<file path="config.mk">
export PLATFORM = sky130hd
export DESIGN_NAME = spad_fifo_pk_flat
export DESIGN_NICKNAME = d
export VERILOG_FILES = /design/src/rtl/spad_fifo_pk_if.sv /design/src/rtl/spad_fifo_pk.sv /design/src/flat_wrapper.sv
export SDC_FILE = /design/constraint.sdc
export NUM_CORES = 1
export LEC_CHECK = 0
export CAP_MARGIN = 20
export CORE_ASPECT_RATIO = 1.2
export CORE_MARGIN = 3
export CORE_UTILIZATION = 55
export CTS_CLUSTER_SIZE = 12
export DETAILED_ROUTE_END_ITERATION = 10
export PLACE_DENSITY = 0.77
export SYNTH_ARGS = -nofsm -noshare
export SYNTH_HDL_FRONTEND = slang
export SYNTH_SLANG_ARGS = --single-unit
</file>
<file path="constraint.sdc">
create_clock -name i_clk -period 3.7 [get_ports i_clk]
set_clock_uncertainty 0.1 [all_clocks]
set_input_delay 0.555 -clock i_clk [delete_from_list [all_inputs] [get_ports i_clk]]
set_output_delay 0.555 -clock i_clk [all_outputs]
set_load 0.02 [all_outputs]
</file>
<file path="src/rtl/spad_fifo_pk_if.sv">
// Handshake/data bundle for spad_fifo_pk: the master side drives push/pop/peek requests,
// the slave (the FIFO) returns pop data, peek data and status.
interface spad_fifo_pk_if #(
  parameter int unsigned DATA_WIDTH = 8,
  parameter int unsigned ADDR_WIDTH = 3,
  parameter int unsigned CNT_WIDTH  = 4
);
  logic                  i_clear;
  logic                  i_write_en;
  logic [DATA_WIDTH-1:0] i_data_in;
  logic                  i_pop_en;
  logic [ADDR_WIDTH-1:0] i_peek_idx;
  logic [DATA_WIDTH-1:0] o_pop_out;
  logic                  o_pop_valid;
  logic [DATA_WIDTH-1:0] o_peek_data;
  logic                  o_peek_valid;
  logic [CNT_WIDTH-1:0]  o_count;
  logic                  o_empty;
  logic                  o_full;
  logic                  o_almost_empty;
  logic                  o_almost_full;
  logic                  o_overflow;
  logic                  o_underflow;

  modport master (
    output i_clear, i_write_en, i_data_in, i_pop_en, i_peek_idx,
    input  o_pop_out, o_pop_valid, o_peek_data, o_peek_valid, o_count,
    input  o_empty, o_full, o_almost_empty, o_almost_full, o_overflow, o_underflow
  );

  modport slave (
    input  i_clear, i_write_en, i_data_in, i_pop_en, i_peek_idx,
    output o_pop_out, o_pop_valid, o_peek_data, o_peek_valid, o_count,
    output o_empty, o_full, o_almost_empty, o_almost_full, o_overflow, o_underflow
  );
endinterface

</file>
<file path="src/rtl/spad_fifo_pk.sv">
// Scratchpad FIFO with occupancy counter, registered pop, indexed combinational peek,
// programmable almost-full/almost-empty thresholds and sticky overflow/underflow flags.
module spad_fifo_pk #(
  parameter int unsigned DEPTH      = 8,
  parameter int unsigned DATA_WIDTH = 8,
  parameter int unsigned AFULL_TH   = DEPTH - 1,
  parameter int unsigned AEMPTY_TH  = 1,
  parameter int unsigned ADDR_WIDTH = $clog2(DEPTH),
  parameter int unsigned CNT_WIDTH  = $clog2(DEPTH) + 1
) (
  input logic           i_clk,
  input logic           i_rst,
  spad_fifo_pk_if.slave bus
);

  localparam logic [CNT_WIDTH-1:0] FullCnt   = CNT_WIDTH'(DEPTH);
  localparam logic [CNT_WIDTH-1:0] AfullCnt  = CNT_WIDTH'(AFULL_TH);
  localparam logic [CNT_WIDTH-1:0] AemptyCnt = CNT_WIDTH'(AEMPTY_TH);

  logic [DATA_WIDTH-1:0] mem_q [DEPTH];

  logic [ADDR_WIDTH-1:0] w_ptr_q, w_ptr_d;
  logic [ADDR_WIDTH-1:0] r_ptr_q, r_ptr_d;
  logic [CNT_WIDTH-1:0]  count_q, count_d;
  logic [DATA_WIDTH-1:0] pop_out_q, pop_out_d;
  logic                  pop_valid_q, pop_valid_d;
  logic                  overflow_q, overflow_d;
  logic                  underflow_q, underflow_d;

  logic                  flush;
  logic                  pop_ok;
  logic                  push_ok;
  logic [ADDR_WIDTH-1:0] peek_addr;
  logic                  peek_valid;

  assign flush  = i_rst | bus.i_clear;
  assign pop_ok = bus.i_pop_en & (count_q != '0);
  // A pop in the same cycle frees the slot, so a push into a full FIFO is still accepted.
  assign push_ok = bus.i_write_en & ((count_q != FullCnt) | pop_ok);

  always_comb begin
    w_ptr_d     = w_ptr_q;
    r_ptr_d     = r_ptr_q;
    count_d     = count_q;
    pop_out_d   = pop_out_q;
    pop_valid_d = pop_ok;
    overflow_d  = overflow_q | (bus.i_write_en & ~push_ok);
    underflow_d = underflow_q | (bus.i_pop_en & ~pop_ok);

    if (push_ok) begin
      w_ptr_d = w_ptr_q + 1'b1;
    end
    if (pop_ok) begin
      pop_out_d = mem_q[r_ptr_q];
      r_ptr_d   = r_ptr_q + 1'b1;
    end

    case ({push_ok, pop_ok})
      2'b10:   count_d = count_q + 1'b1;
      2'b01:   count_d = count_q - 1'b1;
      default: count_d = count_q;
    endcase
  end

  always_ff @(posedge i_clk) begin
    if (flush) begin
      w_ptr_q     <= '0;
      r_ptr_q     <= '0;
      count_q     <= '0;
      pop_out_q   <= '0;
      pop_valid_q <= 1'b0;
      overflow_q  <= 1'b0;
      underflow_q <= 1'b0;
    end else begin
      w_ptr_q     <= w_ptr_d;
      r_ptr_q     <= r_ptr_d;
      count_q     <= count_d;
      pop_out_q   <= pop_out_d;
      pop_valid_q <= pop_valid_d;
      overflow_q  <= overflow_d;
      underflow_q <= underflow_d;
    end
  end

  // Storage is not reset; a flush only discards the push requested in the same cycle.
  always_ff @(posedge i_clk) begin
    if (push_ok && !flush) begin
      mem_q[w_ptr_q] <= bus.i_data_in;
    end
  end

  assign peek_addr  = r_ptr_q + bus.i_peek_idx;
  assign peek_valid = CNT_WIDTH'(bus.i_peek_idx) < count_q;

  assign bus.o_peek_data    = peek_valid ? mem_q[peek_addr] : '0;
  assign bus.o_peek_valid   = peek_valid;
  assign bus.o_pop_out      = pop_out_q;
  assign bus.o_pop_valid    = pop_valid_q;
  assign bus.o_count        = count_q;
  assign bus.o_empty        = (count_q == '0);
  assign bus.o_full         = (count_q == FullCnt);
  assign bus.o_almost_full  = (count_q >= AfullCnt);
  assign bus.o_almost_empty = (count_q <= AemptyCnt);
  assign bus.o_overflow     = overflow_q;
  assign bus.o_underflow    = underflow_q;

endmodule

</file>
<file path="src/flat_wrapper.sv">
// flat-port wrapper written by rule: the top's interface ports become plain ports
module spad_fifo_pk_flat 
#(
  parameter int unsigned DEPTH      = 8,
  parameter int unsigned DATA_WIDTH = 8,
  parameter int unsigned AFULL_TH   = DEPTH - 1,
  parameter int unsigned AEMPTY_TH  = 1,
  parameter int unsigned ADDR_WIDTH = $clog2(DEPTH),
  parameter int unsigned CNT_WIDTH  = $clog2(DEPTH) + 1
)
  (i_clk, i_rst, bus_i_clear, bus_i_write_en, bus_i_data_in, bus_i_pop_en, bus_i_peek_idx, bus_o_pop_out, bus_o_pop_valid, bus_o_peek_data, bus_o_peek_valid, bus_o_count, bus_o_empty, bus_o_full, bus_o_almost_empty, bus_o_almost_full, bus_o_overflow, bus_o_underflow);
  spad_fifo_pk_if #(.DATA_WIDTH(DATA_WIDTH), .ADDR_WIDTH(ADDR_WIDTH), .CNT_WIDTH(CNT_WIDTH)) bus_i ();
  input logic i_clk;
  input logic i_rst;
  input wire logic [$bits(bus_i.i_clear)-1:0] bus_i_clear;
  input wire logic [$bits(bus_i.i_write_en)-1:0] bus_i_write_en;
  input wire logic [$bits(bus_i.i_data_in)-1:0] bus_i_data_in;
  input wire logic [$bits(bus_i.i_pop_en)-1:0] bus_i_pop_en;
  input wire logic [$bits(bus_i.i_peek_idx)-1:0] bus_i_peek_idx;
  output wire logic [$bits(bus_i.o_pop_out)-1:0] bus_o_pop_out;
  output wire logic [$bits(bus_i.o_pop_valid)-1:0] bus_o_pop_valid;
  output wire logic [$bits(bus_i.o_peek_data)-1:0] bus_o_peek_data;
  output wire logic [$bits(bus_i.o_peek_valid)-1:0] bus_o_peek_valid;
  output wire logic [$bits(bus_i.o_count)-1:0] bus_o_count;
  output wire logic [$bits(bus_i.o_empty)-1:0] bus_o_empty;
  output wire logic [$bits(bus_i.o_full)-1:0] bus_o_full;
  output wire logic [$bits(bus_i.o_almost_empty)-1:0] bus_o_almost_empty;
  output wire logic [$bits(bus_i.o_almost_full)-1:0] bus_o_almost_full;
  output wire logic [$bits(bus_i.o_overflow)-1:0] bus_o_overflow;
  output wire logic [$bits(bus_i.o_underflow)-1:0] bus_o_underflow;
  assign bus_i.i_clear = bus_i_clear;
  assign bus_i.i_write_en = bus_i_write_en;
  assign bus_i.i_data_in = bus_i_data_in;
  assign bus_i.i_pop_en = bus_i_pop_en;
  assign bus_i.i_peek_idx = bus_i_peek_idx;
  assign bus_o_pop_out = bus_i.o_pop_out;
  assign bus_o_pop_valid = bus_i.o_pop_valid;
  assign bus_o_peek_data = bus_i.o_peek_data;
  assign bus_o_peek_valid = bus_i.o_peek_valid;
  assign bus_o_count = bus_i.o_count;
  assign bus_o_empty = bus_i.o_empty;
  assign bus_o_full = bus_i.o_full;
  assign bus_o_almost_empty = bus_i.o_almost_empty;
  assign bus_o_almost_full = bus_i.o_almost_full;
  assign bus_o_overflow = bus_i.o_overflow;
  assign bus_o_underflow = bus_i.o_underflow;
  spad_fifo_pk #(.DEPTH(DEPTH), .DATA_WIDTH(DATA_WIDTH), .AFULL_TH(AFULL_TH), .AEMPTY_TH(AEMPTY_TH), .ADDR_WIDTH(ADDR_WIDTH), .CNT_WIDTH(CNT_WIDTH)) u_core (.i_clk(i_clk), .i_rst(i_rst), .bus(bus_i));
endmodule
</file>
==> flow_results.xml <==
<?xml version="1.0" encoding="UTF-8"?>
<metrics>
  <group name="critical_path">
    <metric name="worst-r2r-cell-count" unit="">9</metric>
    <metric name="path_class" unit="">in2out</metric>
    <metric name="timing.critical_path.from_type" unit="">primary input</metric>
    <metric name="timing.critical_path.arrival" unit="ps">2850</metric>
    <metric name="crit-reg2reg-launch" unit="">u_core.bus.o_count[1]</metric>
    <metric name="critical_path.max_fanout" unit="">10</metric>
    <metric name="timing.reg2reg.setup_slack" unit="ps">750</metric>
    <metric name="end_kind" unit="">output pin</metric>
    <metric name="worst_ep_required_time" unit="ps">3040</metric>
    <metric name="crit-reg2reg-capture" unit="">u_core.bus.o_count[3]</metric>
  </group>
  <group name="yosys">
    <metric name="post_synth_xor_area_fraction" unit="%">2.148</metric>
    <metric name="synth_mux_area_share" unit="%">19.92</metric>
    <metric name="synth_ff_type" unit="">sky130_fd_sc_hd__edfxtp_1</metric>
    <metric name="post_synth_fa_ha_maj_area_fraction" unit="%">3.299</metric>
    <metric name="netlist.area_leader.share" unit="%">47.81</metric>
    <metric name="synth.most_common_cell" unit="">sky130_fd_sc_hd__edfxtp_1</metric>
    <metric name="postSynthNetCount" unit="">302</metric>
    <metric name="postSynth.asyncResetShare" unit="%">0</metric>
    <metric name="synth_seq_area_share" unit="%">58.26</metric>
    <metric name="synth.largest_area_cell" unit="">sky130_fd_sc_hd__edfxtp_1</metric>
    <metric name="yosys_register_bits" unit="">85</metric>
    <metric name="synthCells" unit="">276</metric>
    <metric name="synth-compound-area-share" unit="%">5.042</metric>
    <metric name="synth-edff-count" unit="">64</metric>
    <metric name="synth_top_family_by_area" unit="">multiplexers</metric>
    <metric name="synthesis.area_per_instance" unit="sq um">14.57</metric>
    <metric name="synth.top_cells.by_count" unit="">sky130_fd_sc_hd__edfxtp_1 (64), sky130_fd_sc_hd__mux2i_1 (26), sky130_fd_sc_hd__nor2_1 (26)</metric>
    <metric name="ys_top_cells_by_area" unit="">sky130_fd_sc_hd__edfxtp_1 (48%), sky130_fd_sc_hd__mux4_2 (13%), sky130_fd_sc_hd__dfxtp_1 (10%)</metric>
    <metric name="synthSimpleGateAreaFrac" unit="%">7.656</metric>
    <metric name="total_number_of_yosys_warnings" unit="">0</metric>
    <metric name="post_synth_instance_area" unit="sq um">4020</metric>
    <metric name="synth.distinct_cells" unit="">35</metric>
  </group>
  <group name="sta">
    <metric name="fin_crit" unit="ps">3506</metric>
    <metric name="endpoints_failing_hold" unit="">0</metric>
    <metric name="worst_slew_margin_relative_to_its_limit" unit="%">63.89</metric>
    <metric name="grt_setup_unrepaired" unit="">false</metric>
    <metric name="pins_over_slew_limit" unit="">0</metric>
    <metric name="post-route-period-util" unit="%">94.77</metric>
    <metric name="post-route-worst-setup-slack" unit="ps">193.6</metric>
    <metric name="finalSetupViolations" unit="">0</metric>
    <metric name="fin_hold_ws" unit="ps">383.1</metric>
    <metric name="max_freq" unit="GHz">0.2852</metric>
    <metric name="worst_pin_slew" unit="ps">534.4</metric>
  </group>
  <group name="clock_tree">
    <metric name="tritoncts.num_buffers" unit="">9</metric>
    <metric name="tritoncts" unit="">built</metric>
    <metric name="path_clk_slew" unit="ps">90</metric>
    <metric name="ctsHtreeMaxLevel" unit="">3</metric>
    <metric name="largest_buffer_count_on_any_clock_path" unit="">2</metric>
    <metric name="cts.root.buffer_cell" unit="">sky130_fd_sc_hd__clkbuf_8</metric>
    <metric name="clock_latency" unit="ps">360</metric>
    <metric name="clkSinkCount" unit="">85</metric>
  </group>
  <group name="finish">
    <metric name="layout-drive-gt1-share" unit="%">19.64</metric>
    <metric name="antenna-diode-count" unit="">0</metric>
    <metric name="area_growth" unit="%">19.36</metric>
    <metric name="seq_area" unit="sq um">2342</metric>
    <metric name="fillers" unit="">494</metric>
    <metric name="area_of_the_multi_input_gates" unit="sq um">1538</metric>
    <metric name="finalNetCount" unit="">357</metric>
  </group>
  <group name="power">
    <metric name="comb_power_share" unit="%">12.9</metric>
    <metric name="design_power_total" unit="mW">1.896</metric>
    <metric name="p_sw" unit="uW">492.0</metric>
    <metric name="sw_frac_of_total" unit="%">25.95</metric>
    <metric name="power.density_cell_area" unit="nW/um^2">395.2</metric>
    <metric name="irDropWorstVdd" unit="mV">0.2899</metric>
    <metric name="power_report.internal_total" unit="mW">1.404</metric>
    <metric name="share_clk_of_total_power" unit="%">32.1</metric>
    <metric name="power.share.sequential" unit="%">55.0</metric>
    <metric name="power.leakage" unit="nW">1.652</metric>
  </group>
  <group name="drt">
    <metric name="routedWlPerCell" unit="microns">20.88</metric>
    <metric name="first_iter_violations" unit="">175</metric>
    <metric name="routed_via_density" unit="">6.087</metric>
    <metric name="routed_wl" unit="microns">8834</metric>
    <metric name="drt-pass1-iter-count" unit="">4</metric>
    <metric name="remaining_drc_errors" unit="">0</metric>
    <metric name="vias" unit="">2575</metric>
    <metric name="route.antenna.remaining_nets" unit="">0</metric>
  </group>
  <group name="placement">
    <metric name="place.gp.congestion" unit="">0.7720</metric>
    <metric name="preCtsSetupSlack" unit="ps">-27.65</metric>
    <metric name="numPortBuffers" unit="">43</metric>
    <metric name="dp_hpwl" unit="microns">5739</metric>
  </group>
  <group name="global_route">
    <metric name="gr-usage-all-layers" unit="%">22.07</metric>
    <metric name="groute.layer.met2.usage" unit="%">36.82</metric>
    <metric name="grt_busiest_layer" unit="">met2</metric>
    <metric name="antenna_found_initial" unit="">0</metric>
    <metric name="grt_pass1_vias" unit="">2576</metric>
    <metric name="globalRouteOverflowTotal" unit="">0</metric>
    <metric name="grt_first_pass_wirelength" unit="microns">13670</metric>
    <metric name="met3_usage" unit="%">3.977</metric>
    <metric name="grt_use_met1" unit="%">27.21</metric>
    <metric name="grt_start_max_net_pins" unit="">27</metric>
  </group>
  <group name="hold_path">
    <metric name="worstHoldStart" unit="">u_core.bus.o_overflow</metric>
    <metric name="min_path_cells" unit="">2</metric>
    <metric name="hold_path_end" unit="">u_core.bus.o_overflow</metric>
    <metric name="worstHoldPathType" unit="">reg2reg</metric>
  </group>
  <group name="die">
    <metric name="dieHeight" unit="microns">99.66</metric>
    <metric name="fp-row-count" unit="">33</metric>
    <metric name="floorplan.die_area" unit="sq um">8376</metric>
    <metric name="top_level_ports" unit="">44</metric>
    <metric name="dieWidth" unit="microns">84.05</metric>
    <metric name="design.core.area" unit="sq um">6978</metric>
    <metric name="initial_core_util" unit="%">57.61</metric>
  </group>
  <group name="flow_run">
    <metric name="cap_violations" unit="">0</metric>
  </group>
  <group name="run_status">
    <metric name="outcome" unit="">completed</metric>
  </group>
</metrics>
worst max path at each step:
stage / from / end / slack, ps / depth (start not counted)
2_1_floorplan: u_core.r_ptr_q[1] / bus_o_peek_data[0] / 670 / 8
3_3_place_gp: bus_i_peek_idx[0] / bus_o_peek_data[6] / -20 / 10
3_5_place_dp: bus_i_peek_idx[0] / bus_o_peek_data[4] / -30 / 9
4_1_cts: bus_i_peek_idx[0] / bus_o_peek_data[3] / 0.3 / 9
5_1_grt: bus_i_peek_idx[0] / bus_o_peek_data[5] / 110 / 9
6_report: bus_i_peek_idx[0] / bus_o_peek_data[4] / 190 / 9
cell families after synthesis:
logic type | after synthesis
and+or+nand+nor | 61
muxes | 50
xor gates and xnor gates | 9
AOI/OAI and AO/OA | 33
DFF | 85
adders and majority gates | 10
buffers and inverters | 28
cell usage in the layout (no fill, tap or decap), drive strengths merged, types with 8 or more instances in the layout:
| master | count |
|---|---|
| clkdlybuf4s50 | 35 |
| inv | 13 |
| o22ai | 8 |
| nor2 | 26 |
| ha | 9 |
| nor3 | 11 |
| dfxtp | 21 |
| clkbuf | 9 |
| mux2i | 26 |
| a21oi | 13 |
| edfxtp | 64 |
| a211oi | 9 |
| mux4 | 24 |
| buf | 19 |
through the flow:
step	util (%)	cell area [sq um]	instances	TNS [ps]
2_1_floorplan	-	4020	276	0
3_3_place_gp	66.16	4617	407	-66.21
3_5_place_dp	66.16	4617	407	-67.15
4_1_cts	68.62	4788	423	0
5_1_grt	68.76	4798	423	0
6_report	68.76	4798	423	0
power groups by stage:
stage,Combinational (mW),Sequential [mW],Clock (mW)
after floorplan,0.147,1.07,0
after global placement,0.246,1.06,0
after detailed placement,0.251,1.06,0
after CTS,0.246,1.04,0.615
after global routing,0.263,1.04,0.651
final,0.245,1.04,0.608
layout make-up:
| cell class | instances | area share, % |
|---|---|---|
| inverter | 10 | 0.7823 |
| clock inverter | 7 | 1.173 |
| timing repair buffer | 62 | 12.33 |
| tap | 87 | 2.269 |
| sequential | 85 | 48.81 |
| multi-input combinational | 163 | 32.05 |
| clock buffer | 9 | 2.581 |
registers in the layout, summed over array words and instances, names as in the netlist:
signal / cells
u_core.r_ptr_q: 3
u_core.bus.o_pop_valid: 1
u_core.bus.o_pop_out: 8
u_core.bus.o_count: 4
u_core.bus.o_overflow: 1
u_core.w_ptr_q: 3
u_core.bus.o_underflow: 1
u_core.mem_q: 64
critical path, stage by stage:
cell	delay [ps]
sky130_fd_sc_hd__clkdlybuf4s50_1	500
sky130_fd_sc_hd__ha_1	170
sky130_fd_sc_hd__inv_1	50
sky130_fd_sc_hd__fa_1	540
sky130_fd_sc_hd__buf_12	150
sky130_fd_sc_hd__mux4_2	310
sky130_fd_sc_hd__mux2i_1	150
sky130_fd_sc_hd__a21oi_1	70
sky130_fd_sc_hd__dlygate4sd2_1	350
routing by layer:
layer | up-vias | part of all wire, %
met1 | 1274 | 40
met4 | 0 | 3.0
met5 | - | 0
li1 | 1165 | -
met3 | 22 | 7.5
met2 | 114 | 49
what timing repair did:
item	in CTS	in global routing
pin swaps	0	0
hold buffers	0	0
buffers inserted	0	0
endpoints found under the setup margin	7	1
gates resized for setup	7	2
Note: power is estimated with default switching activity, not from simulation.
==> variant (same flow settings) <==
`DEPTH` is set to 8 in 2 places; all go to 32.
--- a/src/rtl/spad_fifo_pk.sv
+++ b/src/rtl/spad_fifo_pk.sv
@@ -3,3 +3,3 @@
 module spad_fifo_pk #(
-  parameter int unsigned DEPTH      = 8,
+  parameter int unsigned DEPTH      = 32,
   parameter int unsigned DATA_WIDTH = 8,
--- a/src/flat_wrapper.sv
+++ b/src/flat_wrapper.sv
@@ -3,3 +3,3 @@
 #(
-  parameter int unsigned DEPTH      = 8,
+  parameter int unsigned DEPTH      = 32,
   parameter int unsigned DATA_WIDTH = 8,
Interface: changed (resized bus_i_peek_idx and bus_o_count); port bits go from 44 to 48. The function was not compared with the original's and may differ.
==> variant against the original RTL <==
The run now ends with setup timing left. Sequential cell count rose by 198. Final cell count rose to 3.1 times the old value. Register-to-register slack lost 0.34 ns. Critical endpoint is now bus_o_peek_data[7]. Routed wire length grew to 4.1 times the old value. Synthesized area rose to 3.4 times the old value. Power grew to 3.7 times the old value. Design area rose to 3.4 times the old value. Setup slack worse by 0.20 ns.
==> variant: results (changes against the original RTL) <==
{| class="wikitable"
! Metric !! Value
|-
| Run status || finished, violations left
|-
| Failing checks || setup timing
|-
| Root cell of the clock tree || sky130_fd_sc_hd__clkbuf_16
|-
| Total of buffers placed on input and output ports || 47 (+9.3%)
|-
| Global router's overall resource usage || 27.6% (+5.5 points)
|-
| Number of enable flip-flop cells after synthesis || 256 (+300%)
|-
| Setup slack after layout || -0.00473 ns (-0.198 ns)
|-
| Proportion of layout cells with a drive suffix above 1 || 31.7% (+12 points)
|-
| Number of nets at the end of the flow || 990 (+180%)
|-
| Endpoints failing setup || 1 (+1)
|-
| DP Wirelength || 22500 um (+290%)
|-
| Worst IR drop on VDD || 425 uV (+46%)
|-
| Leakage power total || 5.37 nW (+220%)
|-
| Depth of the CTS H-tree || 1 (-2)
|-
| R2R Path End || u_core.bus.o_pop_out[0]
|-
| Number of unique standard cell types used by synthesis || 50 (+43%)
|-
| Number of flip-flops in the largest register || 256 (+300%)
|-
| Number of instances in the placed design || 1233 (+200%)
|-
| Wire length per cell || 27.8 um (+33%)
|-
| Buffer levels on the longest clock path || 3 (+1)
|-
| R2r worst-path depth || 6 (-3)
|-
| Signed area change from the synthesized netlist to the final layout || 20.5%
|-
| Setup Slack @ Placement || -0.662 ns (-0.635 ns)
|-
| Routed Wire Length || 36000 um (+310%)
|-
| Maximum number of pins on one net before global-route repair || 54 (+100%)
|}
variant: changes by cell type after synthesis, sizes merged, moves of 9 or more:
cell,before,now
a32o,0,16
buf,11,32
clkbuf,7,23
edfxtp,64,256
mux2i,26,67
mux4,24,104
nand2,7,38
nand3,1,25
nor2,26,56
nor2b,0,10
nor3,11,2
o21ai,1,15
variant: cell families after synthesis:
| group | count (synthesis) | synth area share [%] |
|---|---|---|
| and+or+nand+nor | 154 | 5.32 |
| adders and majority gates | 18 | 1.72 |
| DFF | 283 | 60.7 |
| AOI/OAI and AO/OA | 110 | 5.89 |
| xor gates and xnor gates | 17 | 1.15 |
| muxes | 178 | 22.8 |
| buffers and inverters | 70 | 2.44 |
variant: cell type report:
type	instances	area share, %
Tap cell	320	2.45
Clock buffer	49	5.09
Timing Repair Buffer	148	9.60
Clock inverter	5	0.184
Multi-Input combinational cell	477	31.9
Inverter	15	0.345
Sequential cell	283	50.4
variant: routing by layer:
layer  routed length [um]  part of all wire (%)  vias up  global-route usage (%)
met5                    0                     0        -                       0
met1                13600                    38     4355                    38.2
met2                17400                    48      540                    44.7
met3                 3540                   9.8       83                    4.65
li1                     -                     -     3643                       -
met4                 1460                   4.0        0                    10.3
variant: what timing repair did:
item / CTS / global route
resized for setup: 93 / 11
buffers inserted: 4 / 2
hold endpoints to repair: 0 / 0
gates cloned: 6 / 0
pin swaps: 11 / 5
setup endpoints to repair: 8 / 8
variant: worst min path at each step:
stage,from,end,slack (ns),depth (start not counted)
3_5_place_dp,u_core.bus.o_overflow,u_core.bus.o_overflow,0.36,2
2_1_floorplan,u_core.w_ptr_q[0],u_core.w_ptr_q[0],0.45,2
4_1_cts,u_core.bus.o_overflow,u_core.bus.o_overflow,0.37,2
6_report,u_core.bus.o_overflow,u_core.bus.o_overflow,0.36,2
3_3_place_gp,u_core.bus.o_underflow,u_core.bus.o_underflow,0.35,2
5_1_grt,u_core.bus.o_overflow,u_core.bus.o_overflow,0.39,2
variant: report_power, final:
group / internal [W] / switching, W / total, W
logic: 0.000375 / 0.000389 / 0.000764
clock network: 0.00152 / 0.00117 / 0.00269
registers: 0.00349 / 0.0000108 / 0.00350
variant: worst max-delay path, cell delays in order, from the launching register on:
cell and delay, ns:
sky130_fd_sc_hd__dfxtp_4 0.35, sky130_fd_sc_hd__ha_4 0.13, sky130_fd_sc_hd__inv_2 0.03, sky130_fd_sc_hd__fa_2 0.54
sky130_fd_sc_hd__buf_12 0.13, sky130_fd_sc_hd__buf_12 0.12, sky130_fd_sc_hd__buf_16 0.13, sky130_fd_sc_hd__mux4_2 0.32
sky130_fd_sc_hd__mux2i_2 0.23, sky130_fd_sc_hd__mux2i_2 0.14, sky130_fd_sc_hd__a32o_2 0.24, sky130_fd_sc_hd__buf_6 0.13
